### src/rtl/rng_share_ctrl.sv
// rng_share_ctrl
//
// Sequencing controller and round-robin arbiter for one shared LFSR random
// generator. The block owns the generator's reset and seed inputs. It holds the
// generator in reset, seeds it and discards a warm-up run. After that it hands
// out one random word per cycle to N_REQ requesters.
//
// Ports
//   clk, reset    clock, asynchronous active-high reset
//   cfg_seed_i    seed, sampled only on a cfg_start_i cycle
//   cfg_start_i   single-cycle pulse: (re)seed and start
//   cfg_err_o     single-cycle pulse: start rejected because the seed was zero
//   ready_o       high while in RUN
//   rng_reset_o   generator reset
//   rng_seed_o    generator seed
//   rng_val_i     generator output
//   req_i         per-requester request level, held until granted
//   gnt_o         registered one-hot grant pulse
//   rsp_valid_o   high in the same cycle as gnt_o
//   rsp_data_o    random word for the granted requester
//   rsp_id_o      index of the granted requester
//   draw_cnt_o    grants since the last seeding, wraps at 16 bits
`timescale 1ns/1ps

module rng_share_ctrl #(
    parameter int unsigned N_REQ  = 4,
    parameter int unsigned WARMUP = 16,
    parameter int unsigned SEED_W = 11,
    parameter int unsigned RAND_W = 33
) (
    input  logic                     clk,
    input  logic                     reset,
    input  logic [SEED_W-1:0]        cfg_seed_i,
    input  logic                     cfg_start_i,
    output logic                     cfg_err_o,
    output logic                     ready_o,
    output logic                     rng_reset_o,
    output logic [SEED_W-1:0]        rng_seed_o,
    input  logic [RAND_W-1:0]        rng_val_i,
    input  logic [N_REQ-1:0]         req_i,
    output logic [N_REQ-1:0]         gnt_o,
    output logic                     rsp_valid_o,
    output logic [RAND_W-1:0]        rsp_data_o,
    output logic [$clog2(N_REQ)-1:0] rsp_id_o,
    output logic [15:0]              draw_cnt_o
);

    localparam int unsigned IdW = $clog2(N_REQ);

    typedef enum logic [1:0] {
        StIdle,
        StSeed,
        StWarm,
        StRun
    } state_e;

    state_e              state_q, state_d;
    logic [SEED_W-1:0]   seed_q, seed_d;
    logic                pend_q, pend_d;   // reseed requested: leave IDLE on its own
    logic [7:0]          warm_q, warm_d;
    logic [IdW-1:0]      ptr_q, ptr_d;
    logic [N_REQ-1:0]    gnt_q, gnt_d;
    logic                valid_q, valid_d;
    logic [RAND_W-1:0]   data_q, data_d;
    logic [IdW-1:0]      id_q, id_d;
    logic [15:0]         draw_q, draw_d;
    logic                err_q, err_d;

    logic                seed_ok;
    logic                seed_bad;
    logic                reseed;
    logic [N_REQ-1:0]    req_v;
    logic                win_found;
    logic [IdW-1:0]      win_idx;
    logic                grant_en;

    assign seed_ok  = cfg_start_i && (cfg_seed_i != '0);
    assign seed_bad = cfg_start_i && (cfg_seed_i == '0);
    assign reseed   = seed_ok && (state_q != StIdle);

    // Only a definite 1 counts as a request; X/Z falls through to 0.
    always_comb begin
        req_v = '0;
        for (int unsigned i = 0; i < N_REQ; i++) begin
            if (req_i[i]) begin
                req_v[i] = 1'b1;
            end
        end
    end

    // Round-robin search starting at the pointer and wrapping at N_REQ-1.
    always_comb begin
        int unsigned    idx;
        logic [IdW-1:0] idx_w;
        win_found = 1'b0;
        win_idx   = '0;
        for (int unsigned k = 0; k < N_REQ; k++) begin
            idx = 32'(ptr_q) + k;
            if (idx >= N_REQ) begin
                idx = idx - N_REQ;
            end
            idx_w = idx[IdW-1:0];
            if (!win_found && req_v[idx_w]) begin
                win_found = 1'b1;
                win_idx   = idx_w;
            end
        end
    end

    // A reseed in the same cycle drops the request.
    assign grant_en = (state_q == StRun) && win_found && !seed_ok;

    // Sequencing FSM.
    always_comb begin
        state_d = state_q;
        seed_d  = seed_q;
        pend_d  = pend_q;
        warm_d  = warm_q;
        unique case (state_q)
            StIdle: begin
                if (seed_ok) begin
                    seed_d  = cfg_seed_i;
                    pend_d  = 1'b0;
                    state_d = StSeed;
                end else if (pend_q) begin
                    pend_d  = 1'b0;
                    state_d = StSeed;
                end
            end
            StSeed: begin
                warm_d  = '0;
                state_d = StWarm;
            end
            StWarm: begin
                if (warm_q == 8'(WARMUP - 1)) begin
                    state_d = StRun;
                end else begin
                    warm_d = warm_q + 8'd1;
                end
            end
            StRun: begin
                state_d = StRun;
            end
            default: begin
                state_d = StIdle;
            end
        endcase
        // Reseed from any active state: spend one cycle in IDLE so that the
        // generator reset clears its load flag, then go to SEED.
        if (reseed) begin
            seed_d  = cfg_seed_i;
            pend_d  = 1'b1;
            state_d = StIdle;
        end
    end

    // Grant and response next-state.
    always_comb begin
        gnt_d   = '0;
        valid_d = 1'b0;
        id_d    = id_q;
        data_d  = data_q;
        ptr_d   = ptr_q;
        draw_d  = draw_q;
        err_d   = seed_bad;
        if (grant_en) begin
            gnt_d[win_idx] = 1'b1;
            valid_d        = 1'b1;
            id_d           = win_idx;
            data_d         = rng_val_i;
            draw_d         = draw_q + 16'd1;
            if (win_idx == IdW'(N_REQ - 1)) begin
                ptr_d = '0;
            end else begin
                ptr_d = win_idx + IdW'(1);
            end
        end
        if (reseed || (state_q == StIdle)) begin
            ptr_d  = '0;
            draw_d = '0;
        end
    end

    always_ff @(posedge clk or posedge reset) begin
        if (reset) begin
            state_q <= StIdle;
            seed_q  <= '0;
            pend_q  <= 1'b0;
            warm_q  <= '0;
            ptr_q   <= '0;
            gnt_q   <= '0;
            valid_q <= 1'b0;
            data_q  <= '0;
            id_q    <= '0;
            draw_q  <= '0;
            err_q   <= 1'b0;
        end else begin
            state_q <= state_d;
            seed_q  <= seed_d;
            pend_q  <= pend_d;
            warm_q  <= warm_d;
            ptr_q   <= ptr_d;
            gnt_q   <= gnt_d;
            valid_q <= valid_d;
            data_q  <= data_d;
            id_q    <= id_d;
            draw_q  <= draw_d;
            err_q   <= err_d;
        end
    end

    assign ready_o     = (state_q == StRun);
    assign rng_reset_o = (state_q == StIdle);
    assign rng_seed_o  = seed_q;
    assign cfg_err_o   = err_q;
    assign gnt_o       = gnt_q;
    assign rsp_valid_o = valid_q;
    assign rsp_data_o  = data_q;
    assign rsp_id_o    = id_q;
    assign draw_cnt_o  = draw_q;

endmodule

### config.mk
export PLATFORM = sky130hd
export DESIGN_NAME = rng_share_ctrl
export DESIGN_NICKNAME = d
export VERILOG_FILES = /design/src/rtl/rng_share_ctrl.sv
export SDC_FILE = /design/constraint.sdc
export NUM_CORES = 1
export LEC_CHECK = 0
export BUFFER_PORTS_ARGS = -buffer_cell sky130_fd_sc_hd__buf_4
export CORE_MARGIN = 1
export CORE_UTILIZATION = 45
export DETAILED_ROUTE_END_ITERATION = 10
export GPL_TIMING_DRIVEN = 1
export PLACE_DENSITY_LB_ADDON = 0.3
export SKIP_LAST_GASP = 1
export SLEW_MARGIN = 20
export SYNTH_ARGS = -nofsm -noshare
export SYNTH_HDL_FRONTEND = slang
export SYNTH_SLANG_ARGS = --single-unit
### constraint.sdc
create_clock -name clk -period 3.8 [get_ports clk]
set_input_delay 0.38 -clock clk [delete_from_list [all_inputs] [get_ports clk]]
set_output_delay 0.38 -clock clk [all_outputs]
set_load 0.02 [all_outputs]
### After elaboration in Yosys (flattened, before gate mapping)

Index checks and enable logic that the tools add are counted.

* bits in registers: 81
* input port bits: 51
* output and inout port bits: 70

* mux-type cells: 45
* $lt $le $gt $ge: 10
* add/sub/neg operators: 10
* equality and inequality tests: 8
* reduce and logical (&&, ||, !) cells: 25

Operator list (number)
* 11-bit 2-to-1 mux: 3
* 16-bit 2-to-1 mux: 2
* 2-bit 2-to-1 mux: 15
* 16-bit by 1-bit adder with 16-bit output, second input constant: 1
* 1-bit 2-to-1 mux: 16
* 8-bit one-hot mux with 2 select lines: 1
* 2-bit by 3-bit less-than comparator with 1-bit output, second input constant: 5
* 11-bit logical NOT: 1
* 11-bit nonzero test: 1
* 2-bit nonzero test: 5
* 3-bit >= comparator, second input constant: 3
* 1-bit logical AND: 9
* 8-bit by 1-bit adder with 8-bit output, second input constant: 1
* 1-bit binary-select mux with 2-bit select: 4
* 8-bit by 4-bit equality test with 1-bit output, second input constant: 1
* 8-bit 2-to-1 mux: 1
* 2-bit one-hot mux with 4 select lines: 1
* 2-bit by 1-bit subtractor with 2-bit output, second input constant: 4
* 2-bit by 2-bit adder with 3-bit output, second input constant: 2
* 2-bit equality test, second input constant: 3
* 2-bit AND reduction: 3
* 1-bit logical NOT: 4
* 4-bit 2-to-1 mux: 1
* 4-bit by 1-bit inequality test with 1-bit output, second input constant: 1
* 10 further kinds: 10

### Logic depth before layout (Yosys ltp)

Gate-level depths: netlist of run 1.

* word-level depth: 19
* mapped depth: 6

### Least setup slack after synthesis of run 1

No wires, ideal clock.

* kind: input port to flip-flop
* start point: input cfg_seed_i[10]
* end point: register data_q[10], in the netlist rsp_data_o[10]
* data arrival time: 1.864 ns
* stages: 6
* slack: 1.809 ns
* required time: 3.673 ns
* library setup time: 0.127 ns
* path through: or4_4 > o31ai_4 > nand2_2 > inv_4 > buf_6 > mux2_1

* cells in the longest elaborated chain, start to end: 4

RTL lines
* start: declaration: RTL line 33 `input logic [SEED_W-1:0] cfg_seed_i,`
* 11-bit nonzero test: RTL line 77 `assign seed_ok = cfg_start_i && (cfg_seed_i != '0);`
* 1-bit logical AND: RTL line 77
* 1-bit logical NOT: RTL line 111 `assign grant_en = (state_q == StRun) && win_found && !seed_ok;`
* 1-bit logical AND: RTL line 111
* end signal: assignment: RTL line 205 `data_q <= data_d;`
* end: declaration: RTL line 64 `logic [RAND_W-1:0] data_q, data_d;`

No other way between the ends.
A chain may end at the register's enable or synchronous reset.

### Worst setup path after layout of run 1

* start point: register state_q[0]
* end point: register data_q[26], in the netlist rsp_data_o[26]

* cells in the longest elaborated chain, start to end: 3

RTL lines
* start: declaration: RTL line 57 `state_e state_q, state_d;`
* start signal: assignment: RTL line 186 `state_q <= StIdle;`
* start signal: assignment: RTL line 198 `state_q <= state_d;`
* 2-bit equality test: RTL line 111
* 1-bit logical AND (2 in a row): RTL line 111

No other way between the ends.

==> results.toml, run 1 <==
[outcome]
status = "complete, no violations"

[timing]
setup_violations = 0
finalCritPeriodShare_pct = 60.6
timing.fmax_mhz = 435
tightest_slew_ns = 0.740
min_period_ns = 2.30
maxSlewHeadroom_pct = 50.7
finalHoldViolCount = 0
maxSlewViolCount = 0
rsz0062_at_grt = "no"
finClkSkew_ns = 0.00919
tns_ns = 0

[worst_setup_path]
setup.worst_path.class = "flip-flop to flip-flop"
critPathMaxFanout = 37
critPathTopFamily = "simple AND/OR/NAND/NOR gates"
rrSetupSlack_ns = 1.50
worstPathCellList = "nand2_1, nor2_1, nand2_2, inv_4, mux2_2"
max_stage_delay_ns = 0.56
crit_required_ns = 4.03
crit_buf_inv = 1
slowest_stage = "dfrtp_1"
worstSetupStartpointType = "flip-flop"
worstPathArrival_ns = 2.53
end_kind = "flip-flop"

[placement]
placed_cell_area_um2 = 4540
numPortBuffers = 120
hpwl_um = 5460
gp_congestion = 0.817

[cts]
cts_buffers = 9
cts_setup_buffers = 0
cts_sinks = 81
clk_pin_slew_ns = 0.09
insertion_delay_ns = 0.34
cts_resized = 0
clockBufferDepth = 2
ctsHoldBuffers = 0
cts-root-buf = "clkbuf_8"
cts_max_level = 3
cts_tree = "yes"

[global_routing]
grt_use_total_pct = 19.2
antenna_found_initial = 0
grt_max_degree = 60
first_global_vias = 2725
grtUsageMet3_pct = 3.60
overflow = 0
grt_pass1_wl_um = 12700
grt_util_met2_pct = 32.6
top_usage_layer = "met2"
grt.met1_usage_pct = 24.1

[die]
fp-row-count = 32
fp.dieH_um = 91.0
die_w_um = 91.0
core_um2 = 7690
start_util_pct = 46.4
ios = 121
dieArea_um2 = 8290

[synth]
synth_edf_count = 0
synth.largest_area_cell = "dfrtp_1"
synthTopCellsByArea = "dfrtp_1, mux2_1, nand2_1"
synth_cell_types = 48
async_flop_share_pct = 100
syn_inst = 311
synth_flop_cell = "dfrtp_1"
post-synth-top-area-fraction_pct = 56.8
avgSynthCellArea_um2 = 11.5
ys_seq_area_share_pct = 56.8
syn_area_um2 = 3570
ys_ff_latch = 81
yosys_warnings = 0
syn_nets = 368

[power]
leakagePower_nw = 2.24
peakVddDrop_uv = 396
power.density_nw_per_um2 = 599

[layout]
area_growth_pct = 32.5
diodes = 0
drive_above_1_share_pct = 35.9
num-nets-final = 489
stdcell_area_um2 = 4730
nFillCells = 674

[route]
wl_um = 7660
firstDrtPassIters = 4
postRouteAntennaNets = 0
drt_iter0_markers = 82
drc = 0
vias = 2782
post_drt_via_cell_ratio = 5.16
route.detailed.wl_per_inst_um = 14.2

[job]
drv_cap = 0

[hold_path]
worstHoldPathType = "input pin to async pin"
==> flip-flops by register name, indices dropped and copies added (netlist names), 2 cells and up <==
signal      count
state_q         2
warm_q          8
rng_seed_o     11
draw_cnt_o     16
ptr_q           2
gnt_o           4
rsp_data_o     33
rsp_id_o        2
==> placed cells by master, fill, tap and decap left out, types with 2 or more instances in the layout <==
cell,Yosys,routed
or4_1,7,7
nand3_1,11,11
xor2_1,2,2
nor4_1,6,6
mux2_1,28,28
inv_1,12,11
mux2_2,8,8
nand2b_1,3,3
xnor2_1,2,2
nor2b_1,2,2
or4_4,2,2
nand4_1,4,4
nor2_1,9,9
o311ai_0,2,2
a21oi_1,19,19
clkinvlp_4,0,2
a22o_1,2,2
and3_1,4,4
ha_1,6,6
o31ai_1,5,5
clkbuf_8,0,10
and4_1,2,2
dfrtp_1,81,81
buf_4,1,122
o21ai_0,15,15
nand2_1,39,39
inv_6,0,3
or3_1,8,8
inv_4,1,2
==> path summary, 6_finish.rpt <==
| kind | from | end | depth (start not counted) |
|---|---|---|---|
| max in group asynchronous | reset | warm_q[2]$_DFFE_PP0P_ | 3 |
| worst max-delay path | state_q[0]$_DFFE_PP0P_ | rsp_data_o[26]$_DFFE_PP0P_ | 5 |
| min in group clk | cfg_seed_i[4] | rng_seed_o[4]$_DFFE_PP0P_ | 3 |
| worst min register to register | rng_seed_o[7]$_DFFE_PP0P_ | rng_seed_o[7]$_DFFE_PP0P_ | 2 |
| worst max register to register | state_q[0]$_DFFE_PP0P_ | rsp_data_o[26]$_DFFE_PP0P_ | 5 |
| worst min-delay path | reset | rsp_data_o[22]$_DFFE_PP0P_ | 2 |
==> cells in the mapped netlist, types with 2 or more instances <==
cell type and count:
a21oi_1 19, a22o_1 2, nand3_1 11, or4_4 2
nand4_1 4, or4_1 7, mux2_2 8, xor2_1 2
buf_6 3, nor2b_1 2, and3_1 4, inv_1 12
nor2_1 9, clkbuf_1 5, dfrtp_1 81, nand2b_1 3
buf_2 3, o311ai_0 2, o31ai_1 5, and4_1 2
nor4_1 6, mux2_1 28, o21ai_0 15, nand2_1 39
or3_1 8, ha_1 6, xnor2_1 2
==> per-layer routing <==
layer,vias up,part of all wire [%]
met2,66,53
met4,0,1.5
met3,10,4.5
met1,1355,41
met5,-,0
li1,1351,-
==> area by class of cell <==
cell class	instances	area, um^2	share of cell area (%)
Clock buffer	10	138	2.91
Inverter	14	57.6	1.22
Tap cell	102	128	2.70
Clock inverter	6	50.0	1.06
Multi-Input combinational cell	204	1410	29.8
Sequential cell	81	2030	42.9
Timing Repair Buffer	122	916	19.4
==> where the power goes <==
group,total (mW),switching (mW),leakage [nW],internal [mW]
registers,1.23,0.139,1.04,1.09
logic,1.00,0.548,1.11,0.456
clock network,0.601,0.337,0.0899,0.263
==> kinds of logic (layout without fill, tap and decap cells) <==
group,count (synthesis),in the layout,share of synthesized area (%)
AOI/OAI and AO/OA,52,52,9.19
xor gates and xnor gates,4,4,0.982
adders and majority gates,6,6,2.10
buffers and inverters,26,152,3.65
DFF,81,81,56.8
muxes,37,37,11.6
and+or+nand+nor,105,105,15.6
==> metrics by stage <==
stage / setup WS (ns) / std cells / utilization, % / hold slack (ns) / power [mW]
after floorplan: 1.34 / 311 / - / 0.451 / 1.80
after global placement: 1.47 / 523 / 59.0 / 0.461 / 2.23
after detailed placement: 1.42 / 523 / 59.0 / 0.464 / 2.26
after CTS: 1.48 / 539 / 61.5 / 0.221 / 2.86
after global routing: 1.29 / 539 / 61.5 / 0.210 / 2.98
final: 1.50 / 539 / 61.5 / 0.147 / 2.83
Power figures use the tool's default switching activity.
==> run 2, diff against run 1 <==
- clock period: 3.8 -> 2 ns (I/O delays scaled with it)
==> run 2 against run 1 <==
Combinational power is 110% higher. Sequential power is 87% higher. Non-clock buffer count is 11 higher. Maximum frequency is 27% higher. Count of clock-buffer cells in the layout is 1 lower. Register-to-register slack worse by 1.3 ns. Worst setup slack worse by 1.3 ns. Sequential share of layout area is 1.4 points lower. Core utilization is 2.1 points higher. Global-route usage is 0.91 points higher. Critical endpoint is now draw_cnt_o[13]$_DFFE_PP0P_. Highest routed layer unchanged.
==> results.toml, run 2 (synthesis gave the netlist of run 1 again) <==
[placement]
hpwl_um = 5860
placed_cells = 533
numPortBuffers = 120
gp_congestion = 0.741
dpl_worst_slack_ns = -0.0233

[cts]
clockBufferDepth = 2
insertion_delay_ns = 0.35
clk_pin_slew_ns = 0.09
cts-root-buf = "clkbuf_8"
cts_sinks = 81
cts_tree = "yes"
ctsHoldBuffers = 1
cts_max_level = 3
cts_setup_buffers = 0
cts_buffers = 9
cts_resized = 0

[route]
wl_um = 7970
top_layer_used = "met4"
wl_met2_um = 4250
firstDrtPassIters = 6
drc = 0
wl_met1_um = 3280
route.detailed.wl_per_inst_um = 14.5
drt_iter0_markers = 172
post_drt_via_cell_ratio = 5.16
postRouteAntennaNets = 0
dr_wl_met3_um = 309
vias = 2836

[layout]
area_growth_pct = 37.1
diodes = 0
largest_reg_flops = 33
final_common_cell = "buf_4"
post_layout_nonfiller_instances = 550
drive_above_1_share_pct = 37.3
num-nets-final = 500
final_cell_mix = "buf_4, dfrtp_1, nand2_1, mux2_1, a21oi_1"

[timing]
maxSlewViolCount = 0
finClkSkew_ns = 0.00736
layout_setup_ws_ns = 0.186
rsz0062_at_grt = "no"
fin_hold_ws_ns = 0.0542
timing.fmax_mhz = 551
tns_ns = 0
min_period_ns = 1.81
finalCritPeriodShare_pct = 90.7
setup_violations = 0
maxSlewHeadroom_pct = 67.2
tightest_slew_ns = 0.488
finalHoldViolCount = 0

[worst_setup_path]
critPathMaxFanout = 8
rrSetupSlack_ns = 0.19
r2r_start = "state_q[0]$_DFFE_PP0P_"
worstPathArrival_ns = 2.08
r2r_cells = 4
setup.worst_path.class = "flip-flop to flip-flop"
crit_required_ns = 2.27
worstSetupStartpointType = "flip-flop"
r2r-end = "draw_cnt_o[13]$_DFFE_PP0P_"
end_kind = "flip-flop"

[outcome]
status = "complete, no violations"

[hold_path]
worstHoldPathType = "input pin to flip-flop"
whs_path_depth = 3
hold_end = "rng_seed_o[9]$_DFFE_PP0P_"
hold_start = "cfg_seed_i[9]"

[die]
fp-row-count = 32
dieArea_um2 = 8290
fp.dieH_um = 91.0
core_um2 = 7690
ios = 121
start_util_pct = 46.4
die_w_um = 91.0

[global_routing]
first_global_vias = 2844
antenna_found_initial = 0
overflow = 0
grt_use_total_pct = 20.1
grt_max_degree = 82
grt_pass1_wl_um = 13300

[power]
leakagePower_nw = 2.32
peakVddDrop_uv = 677
power.density_nw_per_um2 = 1140
power_mw = 5.58

[job]
drv_cap = 0
## run 2: area by class of cell
type	instances	area (um^2)
inverters	14	58.8
fillers	630	2800
repair buffers	133	1060
clock buffers	9	124
flip-flops and latches	81	2030
clock inverters	7	78.8
multi-input cells	204	1410
well taps	102	128
## run 2: per-stage QoR
stage / area [um^2] / utilization, %
2_1_floorplan: 3570 / -
3_3_place_gp: 4680 / 60.8
3_5_place_dp: 4680 / 60.8
4_1_cts: 4890 / 63.6
5_1_grt: 4890 / 63.6
6_report: 4890 / 63.6
## run 2: worst max-delay path, cell delays in order (launching register included)
cell     delay [ns]
dfrtp_1        0.37
nand2_1        0.15
or4_1          0.68
or3_1          0.39
a21oi_1        0.15
## run 2: how the worst max path moves through the flow
stage,from,endpoint,cells past startpoint
after floorplan,cfg_seed_i[10],rsp_data_o[10]$_DFFE_PP0P_,6
after global placement,cfg_seed_i[10],rsp_data_o[30]$_DFFE_PP0P_,7
after detailed placement,cfg_seed_i[10],rsp_data_o[21]$_DFFE_PP0P_,7
after CTS,state_q[0]$_DFFE_PP0P_,draw_cnt_o[13]$_DFFE_PP0P_,4
after global routing,warm_q[7]$_DFFE_PP0P_,warm_q[3]$_DFFE_PP0P_,4
final,state_q[0]$_DFFE_PP0P_,draw_cnt_o[13]$_DFFE_PP0P_,4
## run 2: layer usage
layer / vias to the layer above / GRT usage (%)
met5: - / 0
met4: 0 / 7.94
met3: 11 / 3.43
met2: 62 / 34.7
met1: 1385 / 25.2
li1: 1378 / -
## run 2: where the power goes
part	total (mW)	internal (mW)	switching (mW)
Clock	1.22	0.587	0.628
Sequential	2.30	2.07	0.234
Combinational	2.07	0.953	1.11
Total	5.58	3.61	1.98
==> run 3, diff against run 2 <==
==> constraint.sdc (replaced) <==
create_clock -name clk -period 2 [get_ports clk]
set_input_delay 0.4 -clock clk [delete_from_list [all_inputs] [get_ports clk]]
set_output_delay 0.4 -clock clk [all_outputs]
set_load 0.02 [all_outputs]
==> run 3 against run 2 <==
Sequential share of layout area is 0.53 points lower. Power is 3.7% higher. Flip-flop and latch count stayed put. Hold slack worse by 0.018 ns. Non-clock buffer count is 3 higher. Maximum frequency is 2.2% lower. Critical path depth stayed put. Cell area is 1.3% higher. Final cell count is 0.55% higher. Die area stayed put. Count of clock-buffer cells in the layout is 1 higher. Clock power is 18% higher. Critical endpoint is now draw_cnt_o[11]$_DFFE_PP0P_.
==> results.toml, run 3 (synthesis gave the netlist of run 1 again) <==
[cts]
cts_tree = "yes"
cts_setup_buffers = 0
cts_buffers = 9
clockBufferDepth = 2
cts_max_level = 3
cts-root-buf = "clkbuf_8"
clk_pin_slew_ns = 0.08
cts_resized = 0
cts_sinks = 81
insertion_delay_ns = 0.34
ctsHoldBuffers = 0

[die]
start_util_pct = 46.4
die_w_um = 91.0
core_um2 = 7690
fp-row-count = 32
dieArea_um2 = 8290
fp.dieH_um = 91.0
ios = 121

[route]
post_drt_via_cell_ratio = 5.27
drt_iter0_markers = 84
vias = 2916
postRouteAntennaNets = 0
route.detailed.wl_per_inst_um = 14.5
drc = 0
firstDrtPassIters = 4
wl_um = 8010

[timing]
finalCritPeriodShare_pct = 92.7
finalHoldViolCount = 0
tns_ns = 0
fin_hold_ws_ns = 0.0366
tightest_slew_ns = 0.480
layout_setup_ws_ns = 0.145
maxSlewViolCount = 0
maxSlewHeadroom_pct = 67.9
setup_violations = 0
finClkSkew_ns = 0.00605
min_period_ns = 1.85
timing.fmax_mhz = 539
rsz0062_at_grt = "no"

[placement]
numPortBuffers = 120
dpl_worst_slack_ns = -0.223
placed_cell_area_um2 = 4710
placed_cells = 537
hpwl_um = 5860
gp_congestion = 0.751

[power]
power.density_nw_per_um2 = 1170
peakVddDrop_uv = 601
power_mw = 5.79
leakagePower_nw = 2.36

[hold_path]
worstHoldPathType = "input pin to async pin"

[job]
drv_cap = 0

[layout]
stdcell_area_um2 = 4950
final_cell_mix = "buf_4, dfrtp_1, nand2_1, mux2_1, a21oi_1"
largest_reg_flops = 33
finish.utilization_pct = 64.4
final_common_cell = "buf_4"
diodes = 0
drive_above_1_share_pct = 37.9
area_growth_pct = 38.9
post_layout_nonfiller_instances = 553
num-nets-final = 503

[global_routing]
grt_max_degree = 36
grt_pass1_wl_um = 13700
grt_use_total_pct = 20.6
first_global_vias = 2979
overflow = 0
antenna_found_initial = 0

[worst_setup_path]
startpoint = "draw_cnt_o[3]$_DFFE_PP0P_"
end_kind = "flip-flop"
setup.worst_path.class = "flip-flop to flip-flop"
worstSetupStartpointType = "flip-flop"
rrSetupSlack_ns = 0.15
worstPathArrival_ns = 2.12
r2r_cells = 4
critPathMaxFanout = 8
r2r_start = "draw_cnt_o[3]$_DFFE_PP0P_"
crit_required_ns = 2.27
r2r-end = "draw_cnt_o[11]$_DFFE_PP0P_"

[outcome]
status = "complete, no violations"
[run 3: cell types whose count changed in the layout (fill, tap and decap cells not counted), sizes merged]
cell / delta
inv: -1
clkbuf: +1
dlygate4sd3: -1
clkinvlp: -2
bufinv: +2
buf: +4
[run 3: power by group]
part	switching, mW	internal (mW)	leakage, nW
Clock	0.598	0.837	0.117
Sequential	0.232	2.07	1.04
Combinational	1.10	0.962	1.20
[run 3: layout make-up]
cell class / instances / area [um^2]
Fill cell: 624 / 2730
Sequential cell: 81 / 2030
Multi-Input combinational cell: 204 / 1410
Timing Repair Buffer: 136 / 1080
Clock buffer: 10 / 128
Tap cell: 102 / 128
Clock inverter: 6 / 115
Inverter: 14 / 58.8
[run 3: how the worst max path moves through the flow]
stage                                             to  slack, ns  cells after the start
after floorplan           rsp_data_o[10]$_DFFE_PP0P_      -0.01                      6
after detailed placement  rsp_data_o[31]$_DFFE_PP0P_      -0.22                      7
after global routing      draw_cnt_o[14]$_DFFE_PP0P_       0.04                      4
final                     draw_cnt_o[11]$_DFFE_PP0P_       0.15                      4
after CTS                 rsp_data_o[31]$_DFFE_PP0P_       0.15                      7
after global placement    rsp_data_o[25]$_DFFE_PP0P_      -0.19                      7
[run 3: worst max-delay path, cell delays in order (launching register included)]
cell	delay, ns
dfrtp_1	0.50
nand3_1	0.13
or4_1	0.62
or3_1	0.40
a21oi_1	0.14
[run 3: layer usage]
layer | up-vias | wire, um | global-route usage (%)
met1 | 1400 | 3470 | 25.4
li1 | 1380 | - | -
met5 | - | 0 | 0
met4 | 0 | 147 | 9.26
met3 | 14 | 579 | 4.61
met2 | 122 | 3810 | 34.7
